File: config.mk
export PLATFORM = sky130hd
export DESIGN_NAME = sq_odd_sum_flat
export DESIGN_NICKNAME = d
export VERILOG_FILES = /design/src/rtl/sq_pkg.sv /design/src/rtl/sq_odd_sum_if.sv /design/src/rtl/sq_odd_sum_dp.sv /design/src/rtl/sq_odd_sum.sv /design/src/flat_wrapper.sv
export SDC_FILE = /design/constraint.sdc
export NUM_CORES = 1
export LEC_CHECK = 0
export CAP_MARGIN = 20
export CORE_ASPECT_RATIO = 1.5
export CORE_UTILIZATION = 40
export DETAILED_ROUTE_END_ITERATION = 7
export PLACE_DENSITY_LB_ADDON = 0.08
export SETUP_SLACK_MARGIN = 0.02
export SYNTH_ARGS = -nofsm -noshare
export SYNTH_HDL_FRONTEND = slang
export SYNTH_HIERARCHICAL = 1
export SYNTH_SLANG_ARGS = --single-unit
File: constraint.sdc
create_clock -name clk -period 1.92 [get_ports clk]
set_input_delay 0.192 -clock clk [delete_from_list [all_inputs] [get_ports clk]]
set_output_delay 0.192 -clock clk [all_outputs]
set_load 0.02 [all_outputs]
File: src/rtl/sq_pkg.sv
// Shared types and default widths for the odd-sum squarer.
package sq_pkg;
    localparam int SQ_IN_W  = 4;
    localparam int SQ_OUT_W = 8;

    typedef enum logic [1:0] {
        IDLE = 2'd0,
        ADD  = 2'd1,
        DONE = 2'd2
    } sq_state_t;
endpackage

File: src/rtl/sq_odd_sum_if.sv
// Request/response bundle for sq_odd_sum; abort exists only with SQ_ABORT_EN.
interface sq_odd_sum_if import sq_pkg::*; #(
    parameter int IN_W  = SQ_IN_W,
    parameter int OUT_W = SQ_OUT_W
);
    // Handshake: a request is taken on a rising edge where start=1 and ready=1;
    // num is captured on that same edge. start while ready=0 is dropped, not queued.
    // done is a one-cycle pulse, and result holds its value until the next done.
    logic             start;
    logic [IN_W-1:0]  num;
    logic             ready;
    logic             done;
    logic [OUT_W-1:0] result;
`ifdef SQ_ABORT_EN
    logic             abort;
`endif

    modport master (
        output start, num,
`ifdef SQ_ABORT_EN
        output abort,
`endif
        input  ready, done, result
    );

    modport slave (
        input  start, num,
`ifdef SQ_ABORT_EN
        input  abort,
`endif
        output ready, done, result
    );
endinterface

File: src/rtl/sq_odd_sum_dp.sv
// Datapath for sq_odd_sum: accumulates consecutive odd numbers into acc.
module sq_odd_sum_dp import sq_pkg::*; #(
    parameter int IN_W  = SQ_IN_W,
    parameter int OUT_W = SQ_OUT_W
) (
    input  logic             clk,
    input  logic             clear_n,
    input  logic             load_i,
    input  logic             step_i,
    input  logic             latch_i,
    input  logic [IN_W-1:0]  num_i,
    output logic             cnt_zero_o,
    output logic [OUT_W-1:0] result_o
);
    logic [OUT_W-1:0] acc_q, acc_d;
    logic [IN_W:0]    odd_q, odd_d;
    logic [IN_W-1:0]  cnt_q, cnt_d;
    logic [OUT_W-1:0] result_q, result_d;

    always_comb begin
        acc_d    = acc_q;
        odd_d    = odd_q;
        cnt_d    = cnt_q;
        result_d = result_q;
        if (load_i) begin
            acc_d = '0;
            odd_d = (IN_W+1)'(1);
            cnt_d = num_i;
        end else if (step_i) begin
            // Widths are sized so neither sum can wrap for any num.
            acc_d = acc_q + OUT_W'(odd_q);
            odd_d = odd_q + (IN_W+1)'(2);
            cnt_d = cnt_q - IN_W'(1);
        end
        if (latch_i) begin
            result_d = acc_q;
        end
    end

    always_ff @(posedge clk or negedge clear_n) begin
        if (!clear_n) begin
            acc_q    <= '0;
            odd_q    <= (IN_W+1)'(1);
            cnt_q    <= '0;
            result_q <= '0;
        end else begin
            acc_q    <= acc_d;
            odd_q    <= odd_d;
            cnt_q    <= cnt_d;
            result_q <= result_d;
        end
    end

    assign cnt_zero_o = (cnt_q == '0);
    assign result_o   = result_q;
endmodule

File: src/rtl/sq_odd_sum.sv
// Iterative squarer: result = num*num via one odd-number add per clock.
// Optional SQ_ABORT_EN adds an abort input that cancels a running operation.
module sq_odd_sum import sq_pkg::*; #(
    parameter int IN_W  = SQ_IN_W,
    parameter int OUT_W = SQ_OUT_W
) (
    input  logic          clk,
    input  logic          clear_n,
    sq_odd_sum_if.slave   bus,
    output sq_state_t     state_o
);
    localparam logic [1:0] ST_IDLE = 2'd0;
    localparam logic [1:0] ST_ADD  = 2'd1;
    localparam logic [1:0] ST_DONE = 2'd2;

    logic [1:0] state_q, state_d;
    logic       load, step, latch;
    logic       cnt_zero;
    logic       abort_hit;

`ifdef SQ_ABORT_EN
    assign abort_hit = bus.abort;
`else
    assign abort_hit = 1'b0;
`endif

    always_comb begin
        state_d = state_q;
        load    = 1'b0;
        step    = 1'b0;
        latch   = 1'b0;
        case (state_q)
            ST_IDLE: begin
                if (bus.start) begin
                    load    = 1'b1;
                    state_d = ST_ADD;
                end
            end
            ST_ADD: begin
                // abort outranks completion so a cancelled op never updates result.
                if (abort_hit) begin
                    state_d = ST_IDLE;
                end else if (cnt_zero) begin
                    latch   = 1'b1;
                    state_d = ST_DONE;
                end else begin
                    step = 1'b1;
                end
            end
            ST_DONE: state_d = ST_IDLE;
            default: state_d = ST_IDLE;
        endcase
    end

    always_ff @(posedge clk or negedge clear_n) begin
        if (!clear_n) begin
            state_q <= ST_IDLE;
        end else begin
            state_q <= state_d;
        end
    end

    sq_odd_sum_dp #(.IN_W(IN_W), .OUT_W(OUT_W)) u_dp (
        .clk        (clk),
        .clear_n    (clear_n),
        .load_i     (load),
        .step_i     (step),
        .latch_i    (latch),
        .num_i      (bus.num),
        .cnt_zero_o (cnt_zero),
        .result_o   (bus.result)
    );

    assign bus.ready = (state_q == ST_IDLE);
    assign bus.done  = (state_q == ST_DONE);
    assign state_o   = sq_state_t'(state_q);
endmodule

File: src/flat_wrapper.sv
// flat-port wrapper written by rule: the top's interface ports become plain ports
module sq_odd_sum_flat import sq_pkg::*;
#(
    parameter int IN_W  = SQ_IN_W,
    parameter int OUT_W = SQ_OUT_W
)
  (clk, clear_n, state_o, bus_start, bus_num, bus_ready, bus_done, bus_result);
  sq_odd_sum_if #(.IN_W(IN_W), .OUT_W(OUT_W)) bus_i ();
  input  logic clk;
  input  logic clear_n;
  output sq_state_t state_o;
  input wire logic [$bits(bus_i.start)-1:0] bus_start;
  input wire logic [$bits(bus_i.num)-1:0] bus_num;
  output wire logic [$bits(bus_i.ready)-1:0] bus_ready;
  output wire logic [$bits(bus_i.done)-1:0] bus_done;
  output wire logic [$bits(bus_i.result)-1:0] bus_result;
  assign bus_i.start = bus_start;
  assign bus_i.num = bus_num;
  assign bus_ready = bus_i.ready;
  assign bus_done = bus_i.done;
  assign bus_result = bus_i.result;
  sq_odd_sum #(.IN_W(IN_W), .OUT_W(OUT_W)) u_core (.clk(clk), .clear_n(clear_n), .bus(bus_i), .state_o(state_o));
endmodule
; Word level (Yosys, flattened, before mapping)
; Cells that the tools add are included.
[totals]
regBits = 27
inputBits = 7
output_inout_bits = 12
word_cells = 31
[op_classes]
n_addsub = 3
n_eq_ne = 4
mux = 15
n_reduce_logical = 4
[ops]
columns = operator, n
row1 = two-way mux 8 bit, 2
row2 = two-way mux 5 bit, 2
row3 = adder 8 x 5 -> 8 bit, 1
row4 = two-way mux 4 bit, 2
row5 = two-way mux 1 bit, 6
row6 = adder 5 x 2 -> 5 bit (second input constant), 1
row7 = logical NOT 4 bit, 1
row8 = two-way mux 2 bit, 2
row9 = one-hot mux 2 bit (2 select lines), 1
row10 = subtractor 4 x 1 -> 4 bit (second input constant), 1
row11 = equality test 2 x 1 -> 1 bit (second input constant), 1
row12 = equality test 2 bit (second input constant), 1
row13 = logical NOT 2 bit, 1
row14 = != test 2 x 1 -> 1 bit (second input constant), 1
row15 = != test 2 bit (second input constant), 1
row16 = AND reduction 2 bit, 1
row17 = nonzero test 2 bit, 1

; Longest topological paths before layout
; Gate-level depths: netlist of run 1.
[depth]
depth_word = 5
mapped_depth = 9
depth_no_buf = 8

; By module
; The synthesis of run 1 kept the hierarchy.
[by_module_without_submodules]
columns = mod, instances, cells_per_inst, area_each_um2, seq_area_each_um2
row1 = sq_odd_sum_dp, 1, 114, 1248.7, 626.9
row2 = sq_odd_sum, 1, 11, 113.9, 50.0

; Worst setup path after synthesis of run 1
; No wires, ideal clock.
[synth_timing]
path_type = register -> register
start = register u_core.u_dp.cnt_q[0]
end = register u_core.u_dp.result_q[0] (netlist: u_core/u_dp/result_o[0])
setup_ps = 125
arrival_ps = 1731
required_time_ps = 1795
slack_ps = 65
path_stages_with_launch = 7
n_path_buf = 1
period_less_slack_ps = 1855
path_cell_list = dfrtp_1 -> inv_1 -> ha_1 -> nor3b_1 -> and3b_1 -> clkbuf_1 -> mux2_2
[synth_via]
elab_chain_len = 3
[synth_lines]
columns = item, line_no
row1 = from (decl), sq_odd_sum_dp.sv:17  ; logic [IN_W-1:0] cnt_q, cnt_d;
row2 = from (signal assigned), sq_odd_sum_dp.sv:49  ; cnt_q <= cnt_d;
row3 = logical NOT 4 bit, sq_odd_sum_dp.sv:54  ; assign cnt_zero_o = (cnt_q == '0);
row4 = net u_core.cnt_zero, sq_odd_sum.sv:18  ; logic cnt_zero;
row5 = two-way mux 1 bit, sq_odd_sum.sv:43  ; end else if (cnt_zero) begin
row6 = two-way mux 1 bit, sq_odd_sum.sv:32  ; case (state_q)
row7 = net u_core.latch, sq_odd_sum.sv:17  ; logic load, step, latch;
row8 = to (signal assigned), sq_odd_sum_dp.sv:50  ; result_q <= result_d;
row9 = to (decl), sq_odd_sum_dp.sv:18  ; logic [OUT_W-1:0] result_q, result_d;
; The timed path passes the listed nets, and every way through them passes these cells.
; A chain may end at the register's enable or synchronous reset.

; Worst setup path in the final report of run 1
[layout_timing]
start = register u_core.u_dp.cnt_q[1]
end = register u_core.u_dp.acc_q[7]
[layout_via]
elab_chain_len = 4
[layout_lines]
columns = item, line_no
row1 = logical NOT 4 bit, sq_odd_sum_dp.sv:54
row2 = net u_core.cnt_zero, sq_odd_sum.sv:18
row3 = two-way mux 1 bit, sq_odd_sum.sv:43
row4 = two-way mux 1 bit, sq_odd_sum.sv:32
row5 = net u_core.step, sq_odd_sum.sv:17
row6 = nonzero test 2 bit (no source line), n/a
row7 = to (signal assigned), sq_odd_sum_dp.sv:42  ; acc_q <= '0;
row8 = to (signal assigned), sq_odd_sum_dp.sv:47  ; acc_q <= acc_d;
row9 = to (decl), sq_odd_sum_dp.sv:15  ; logic [OUT_W-1:0] acc_q, acc_d;
; The timed path passes the listed nets, and every way through them passes these cells.

==> impl_results.rst, run 1 <==
.. list-table::
   :header-rows: 1

   * - Metric
     - Value
   * - End of the worst register-to-register path
     - u_core/u_dp/acc_q[7]$_DFFE_PN0N_
   * - Number of placement rows
     - 25
   * - Worst setup SP type
     - register
   * - Maximum number of pins on one net before global-route repair
     - 28
   * - Total nets after synthesis
     - 140
   * - Final global-route overflow total
     - 0
   * - Clock Sink Count
     - 27
   * - Count of vias placed by the detailed router
     - 1003
   * - Crit path arrival time
     - 1.97 ns
   * - Kind of end point of the critical path
     - register
   * - Synth unique cells
     - 35
   * - Commonest non-fill, non-tap cell in the layout
     - dfrtp_1
   * - Horiz. Die Dim
     - 49.7 microns
   * - Worst Reg-to-Reg Cells
     - 8
   * - Number of enable-type register cells in the synthesized netlist
     - 0
   * - Number of hold buffers added after cts
     - 0
   * - Max capacitance violation total
     - 0
   * - Layout filler cell count
     - 309
   * - CTS H-tree depth
     - 1
   * - Die H
     - 73.5 microns
   * - Commonest cells after routing, fill and taps aside
     - dfrtp_1 (26), clkdlybuf4s50_1 (18), nor2_1 (16), buf_4 (9), mux2_2 (9)
   * - Share of synthesized cell area in full adder, half adder and majority cells
     - 0.0790
   * - Via count of the first global-routing pass
     - 1067
   * - Worst hold margin
     - 0.300 ns
   * - Min Tclk post-route
     - 1.78 ns
   * - Number of instances in the synthesized netlist
     - 125
   * - Clock-pin slew on the worst setup and hold paths
     - 0.09 ns
   * - Required time worst endpoint
     - 2.11 ns
   * - Gpl congestion
     - 0.728
   * - Worst hold path class
     - in2async
   * - Master cell of the clock root buffer
     - clkbuf_8
   * - CTS buffer count
     - 3
   * - Combined area of all synthesized cells
     - 0.00136 sq mm
   * - Sequential-to-total area share from yosys stat
     - 0.497
   * - Reg2reg start
     - u_core/u_dp/cnt_q[1]$_DFFE_PN0N_
   * - Actual transition at the worst max-transition pin
     - 0.510 ns
   * - Static leakage power
     - 0.000765 uW
   * - Most common flop cell mapped by yosys
     - dfrtp_1
   * - Crit Path Class
     - reg2reg
   * - Final Net Count
     - 169
   * - Avg Cell Area, Syn
     - 10.9 sq um
   * - Detailed router's first-iteration violation count
     - 11
   * - Area used by sequential logic in the layout
     - 677 sq um
   * - Mux cell area share after synthesis
     - 0.0964
   * - Count of buffers from port buffering
     - 18
   * - Xor/xnor share of the synthesized area
     - 0.0514
   * - Biggest fanout along the worst timing path
     - 6
   * - Area enclosed by the die boundary
     - 0.00365 sq mm
   * - Status
     - finished, final reports clean
   * - Number of antenna violations at the first check in global routing
     - 0
   * - Global-route wire length before repair
     - 4840 microns
   * - Wirelength, routed
     - 2810 microns
   * - Dominant combinational cell family by area after synthesis
     - simple AND/OR/NAND/NOR gates
   * - Layout overhead on the synthesized area
     - 28.1%
   * - Critical path's slowest cell
     - dfrtp_1
   * - Max-slew violation total from the final report
     - 0
   * - DR pass1 iterations
     - 3
   * - Worst Clk Skew
     - 0.00389 ns
   * - CTS tree
     - yes
   * - Antenna-violating nets left
     - 0
   * - Area fraction in compound gates after synthesis
     - 0.0946
   * - Diode count
     - 0
   * - Starting utilization of the core area
     - 0.427
   * - Basic-gate share of the synthesized area counting and, or, nand and nor cells
     - 0.158
   * - Overall power of the completed layout
     - 3020 uW
   * - Core box area
     - 0.00319 sq mm
   * - Start point of the critical path
     - u_core/u_dp/cnt_q[1]$_DFFE_PN0N_
   * - Clock Latency Late Sink
     - 0.26 ns
   * - CTS Buffer Depth
     - 2
   * - Multi-input gate area
     - 683 sq um
   * - Total DRC errors in the routed layout
     - 0
   * - Final HPWL from detailed placement
     - 2050 microns
   * - Flip-flop and latch count after synthesis
     - 27
   * - Syn. warnings
     - 6
   * - R2r setup slk
     - 0.14 ns
   * - Crit path cell chain
     - inv_1 > ha_2 > nor3b_4 > nor3b_2 > buf_4 > o2111ai_2 > or3_1 > a21oi_1
   * - Wire per inst
     - 14.5 microns
   * - Async SR Flop Fraction
     - 1.00
   * - Fraction of the cycle the final worst path needs
     - 0.929
   * - Max Clock Freq
     - 561 MHz
   * - Share of final-layout standard cells stronger than drive strength 1
     - 0.209
   * - Count of pins on the block boundary
     - 19
   * - Final hold violations
     - 0
   * - Unrepaired setup endpoints after global routing
     - true
   * - Overall fraction of global-route tracks in use
     - 0.176
   * - Maximum resistive drop on vdd
     - 1.20 mV
   * - Largest stage delay, worst path
     - 0.36 ns
   * - Total setup violations reported at the end of the flow
     - 0
   * - Vias per cell
     - 5.20
   * - Worst slew margin relative to its limit
     - 0.660
   * - Ratio of total power to cell area
     - 1730 mW/mm^2
-- critical path, delay by kind of cell (launching register included) --
family	cells	cell delay, ns
compound gates	2	0.26
buf+inv	2	0.23
fa+ha+maj	1	0.17
flops	1	0.36
simple gates	3	0.68
-- cell type report --
cell class | instances | area share
sequential | 27 | 0.388
inverter | 3 | 0.00645
clock buffer | 4 | 0.0258
timing repair buffer | 29 | 0.160
tap | 40 | 0.0287
multi-input combinational | 90 | 0.391
-- report_power, final --
part           internal, uW  leakage (uW)  switching (uW)
clock network           148     0.0000228             165
logic                   849      0.000401             839
registers               797      0.000341             217
-- timing repair --
action | 4_1_cts | 5_1_grt
resized for setup | 1 | 6
endpoints found under the setup margin | 9 | 8
pin swaps | 0 | 4
setup buffers | 2 | 2
-- synthesized netlist by cell type, types with 3 or more instances --
cell type / count / share of area
a21oi_1: 4 / 0.015
dfrtp_1: 26 / 0.48
nor2_1: 16 / 0.044
xor2_1: 4 / 0.026
xnor2_1: 4 / 0.026
mux2_2: 9 / 0.074
nand4_1: 3 / 0.014
mux2i_1: 3 / 0.022
clkbuf_1: 3 / 0.0083
o21ai_0: 7 / 0.026
ha_1: 7 / 0.064
nand2_1: 8 / 0.022
inv_1: 3 / 0.0083
-- routing by layer --
metal / vias up / track usage / routed length (microns)
met5: - / 0 / 0
met4: 0 / 0.0635 / 25
met3: 2 / 0.0186 / 43
met2: 10 / 0.333 / 1610
met1: 501 / 0.200 / 1120
li1: 490 / - / -
-- worst max path at each step --
stage	end	slack, ns
2_1_floorplan	u_core/u_dp/result_o[0]$_DFFE_PN0P_	0.06
3_3_place_gp	u_core/u_dp/result_o[7]$_DFFE_PN0P_	0.08
3_5_place_dp	u_core/u_dp/result_o[5]$_DFFE_PN0P_	-0.001
4_1_cts	u_core/u_dp/cnt_q[3]$_DFFE_PN0N_	0.03
5_1_grt	u_core/u_dp/acc_q[6]$_DFFE_PN0N_	-0.02
6_report	u_core/u_dp/acc_q[7]$_DFFE_PN0N_	0.14
-- per-stage QoR --
step / setup TNS [ns] / utilization / instance area, sq um / setup WS, ns / instances
global placement: 0 / 0.513 / 1640 / 0.0766 / 185
floorplan: 0 / - / 1360 / 0.0648 / 125
global route: -0.0261 / 0.547 / 1750 / -0.0218 / 193
CTS: 0 / 0.533 / 1700 / 0.0325 / 191
finish: 0 / 0.547 / 1750 / 0.136 / 193
detailed placement: -0.00159 / 0.513 / 1640 / -0.00100 / 185
-- kinds of logic (layout without fill, tap and decap cells) --
group / Yosys count / after routing
buffers and inverters: 8 / 36
adders and majority gates: 8 / 8
DFF: 27 / 27
muxes: 12 / 12
and+or+nand+nor: 42 / 42
xor gates and xnor gates: 8 / 8
AOI/OAI and AO/OA: 20 / 20
-- state kept, by name, indices dropped and copies added, names as in the netlist --
name,flops
u_core/u_dp/acc_q,8
u_core/u_dp/cnt_q,4
u_core/u_dp/odd_q,5
u_core/state_o,2
u_core/u_dp/result_o,8
Note: power is estimated with default switching activity, not from simulation.
==> run 2, diff against run 1 <==
CTS_CLUSTER_DIAMETER = 80   (was default)
SETUP_SLACK_MARGIN = 0.5   (was 0.02)
==> impl_results.rst, run 2 (synthesis results as in run 1) <==
.. list-table::
   :header-rows: 1

   * - Metric
     - Value
   * - Crit path arrival time
     - 2.05 ns
   * - CTS Buffer Depth
     - 2
   * - Min Tclk post-route
     - 1.84 ns
   * - Commonest cells after routing, fill and taps aside
     - dfrtp_1 (24), buf_4 (16), nor2_1 (15), dlygate4sd2_1 (9), mux2_4 (8)
   * - Total setup violations reported at the end of the flow
     - 0
   * - Count of pins on the block boundary
     - 19
   * - Clock Sink Count
     - 27
   * - Number of placement rows
     - 25
   * - Worst setup SP type
     - register
   * - Global-route wire length before repair
     - 4620 microns
   * - Master cell of the clock root buffer
     - clkbuf_8
   * - Final global-route overflow total
     - 0
   * - Overall fraction of global-route tracks in use
     - 0.171
   * - Status
     - finished, final reports clean
   * - Clock power frac
     - 0.093
   * - Horiz. Die Dim
     - 49.7 microns
   * - End of the worst register-to-register path
     - u_core/u_dp/acc_q[7]$_DFFE_PN0N_
   * - Ratio of total power to cell area
     - 1810 mW/mm^2
   * - Share of final-layout standard cells stronger than drive strength 1
     - 0.372
   * - Layout overhead on the synthesized area
     - 42.0%
   * - CTS H-tree depth
     - 1
   * - Actual transition at the worst max-transition pin
     - 0.338 ns
   * - Worst slew margin relative to its limit
     - 0.775
   * - Count of vias placed by the detailed router
     - 1076
   * - Clock-pin slew on the worst setup and hold paths
     - 0.09 ns
   * - Final Net Count
     - 180
   * - Biggest fanout along the worst timing path
     - 5
   * - Wirelength, routed
     - 2830 microns
   * - DR pass1 iterations
     - 3
   * - Commonest non-fill, non-tap cell in the layout
     - dfrtp_1
   * - Core box area
     - 0.00319 sq mm
   * - Kind of end point of the critical path
     - register
   * - Static leakage power
     - 0.000933 uW
   * - Detailed router's first-iteration violation count
     - 15
   * - Final hold violations
     - 0
   * - Worst Clk Skew
     - 0.00443 ns
   * - Crit Path Class
     - reg2reg
   * - Sequential group share of total power
     - 0.290
   * - CTS buffer count
     - 3
   * - CTS tree
     - yes
   * - Combinational fraction of design power
     - 0.616
   * - Wire per inst
     - 13.9 microns
   * - Switching pwr
     - 1400 uW
   * - Starting utilization of the core area
     - 0.427
   * - Non-filler instance count after layout
     - 204
   * - Clock Latency Late Sink
     - 0.28 ns
   * - Final setup margin
     - 0.0796 ns
   * - Die H
     - 73.5 microns
   * - Area enclosed by the die boundary
     - 0.00365 sq mm
   * - Worst hold path class
     - in2async
   * - Net Sw Frac
     - 0.401
   * - Number of hold buffers added after cts
     - 0
   * - Max-slew violation total from the final report
     - 0
   * - Maximum resistive drop on vdd
     - 1.05 mV
   * - Worst Reg-to-Reg Cells
     - 8
   * - Int Pwr
     - 2090 uW
   * - Number of antenna violations at the first check in global routing
     - 0
   * - Max Clock Freq
     - 543 MHz
   * - Reg2reg start
     - u_core/u_dp/cnt_q[1]$_DFFE_PN0N_
   * - Final HPWL from detailed placement
     - 1830 microns
   * - Diode count
     - 0
   * - Max capacitance violation total
     - 0
   * - Gpl congestion
     - 0.773
   * - R2r setup slk
     - 0.08 ns
   * - Maximum number of pins on one net before global-route repair
     - 28
   * - Count of buffers from port buffering
     - 18
   * - Vias per cell
     - 5.27
   * - Unrepaired setup endpoints after global routing
     - true
   * - Cell Count Post-Placement
     - 186
   * - Total DRC errors in the routed layout
     - 0
   * - Via count of the first global-routing pass
     - 1029
   * - Pre-CTS setup slack
     - 0.0362 ns
   * - Fraction of the cycle the final worst path needs
     - 0.959
   * - Antenna-violating nets left
     - 0
   * - Required time worst endpoint
     - 2.13 ns
run 2: cell types whose count changed in the layout (fill, tap and decap cells not counted), moves of 7 or more:
cell	change
mux2_2	-8
dlygate4sd2_1	+9
clkdlybuf4s50_1	-12
mux2_4	+8
buf_4	+7
run 2: worst max-delay path, cell delays in order, from the launching register on:
cell	delay, ns
dfrtp_1	0.35
inv_1	0.05
ha_2	0.18
nor3b_4	0.15
nor3b_2	0.28
buf_4	0.20
o2111ai_2	0.12
or3_1	0.34
a21oi_2	0.12
run 2: cell type report:
class / instances / area (sq um)
multi-input cells: 90 / 783
repair buffers: 40 / 364
inverters: 3 / 11.3
clock inverters: 1 / 5.00
fillers: 275 / 1260
well taps: 40 / 50.0
flip-flops and latches: 27 / 679
clock buffers: 3 / 41.3
run 2: worst max-delay path by stage:
stage                                           from  cells after the start                          endpoint  slack [ns]
floorplan           u_core/u_dp/cnt_q[0]$_DFFE_PN0N_                      8  u_core/u_dp/acc_q[0]$_DFFE_PN0N_        0.21
global placement    u_core/u_dp/cnt_q[1]$_DFFE_PN0N_                      8  u_core/u_dp/acc_q[7]$_DFFE_PN0N_        0.09
detailed placement  u_core/u_dp/cnt_q[1]$_DFFE_PN0N_                      8  u_core/u_dp/acc_q[7]$_DFFE_PN0N_        0.04
CTS                 u_core/u_dp/cnt_q[1]$_DFFE_PN0N_                      8  u_core/u_dp/acc_q[7]$_DFFE_PN0N_        0.09
global route        u_core/u_dp/cnt_q[1]$_DFFE_PN0N_                      9  u_core/u_dp/acc_q[6]$_DFFE_PN0N_      -0.004
finish              u_core/u_dp/cnt_q[1]$_DFFE_PN0N_                      8  u_core/u_dp/acc_q[7]$_DFFE_PN0N_        0.08
run 2: routing by layer:
layer	global-route usage	vias up	routed length, microns
met5	0	-	0
met4	0.0984	0	102
met3	0.0186	11	87
met2	0.297	21	1410
met1	0.202	532	1230
li1	-	512	-
run 2: power by group through the flow:
stage,clock network (uW),registers (uW),logic [uW]
CTS,331,1010,1830
floorplan,0,1080,1060
global route,353,1050,2350
global placement,0,1020,1590
finish,326,1010,2150
detailed placement,0,1030,1620
run 2: timing repair:
action | CTS | global route
buffers inserted | 7 | 6
pin swaps | 5 | 16
cloned | 1 | 0
setup endpoints to repair | 37 | 28
gates resized for setup | 23 | 21
run 2: stage by stage:
stage               setup TNS, ns  total power (uW)  utilization  hold WS (ns)  area [sq um]
finish                          0              3500        0.606         0.285          1930
global route             -0.00874              3750        0.606         0.327          1930
detailed placement              0              2640        0.527         0.493          1680
CTS                             0              3170        0.567         0.300          1810
global placement                0              2610        0.527         0.494          1680
floorplan                       0              2140            -        -0.104          1420
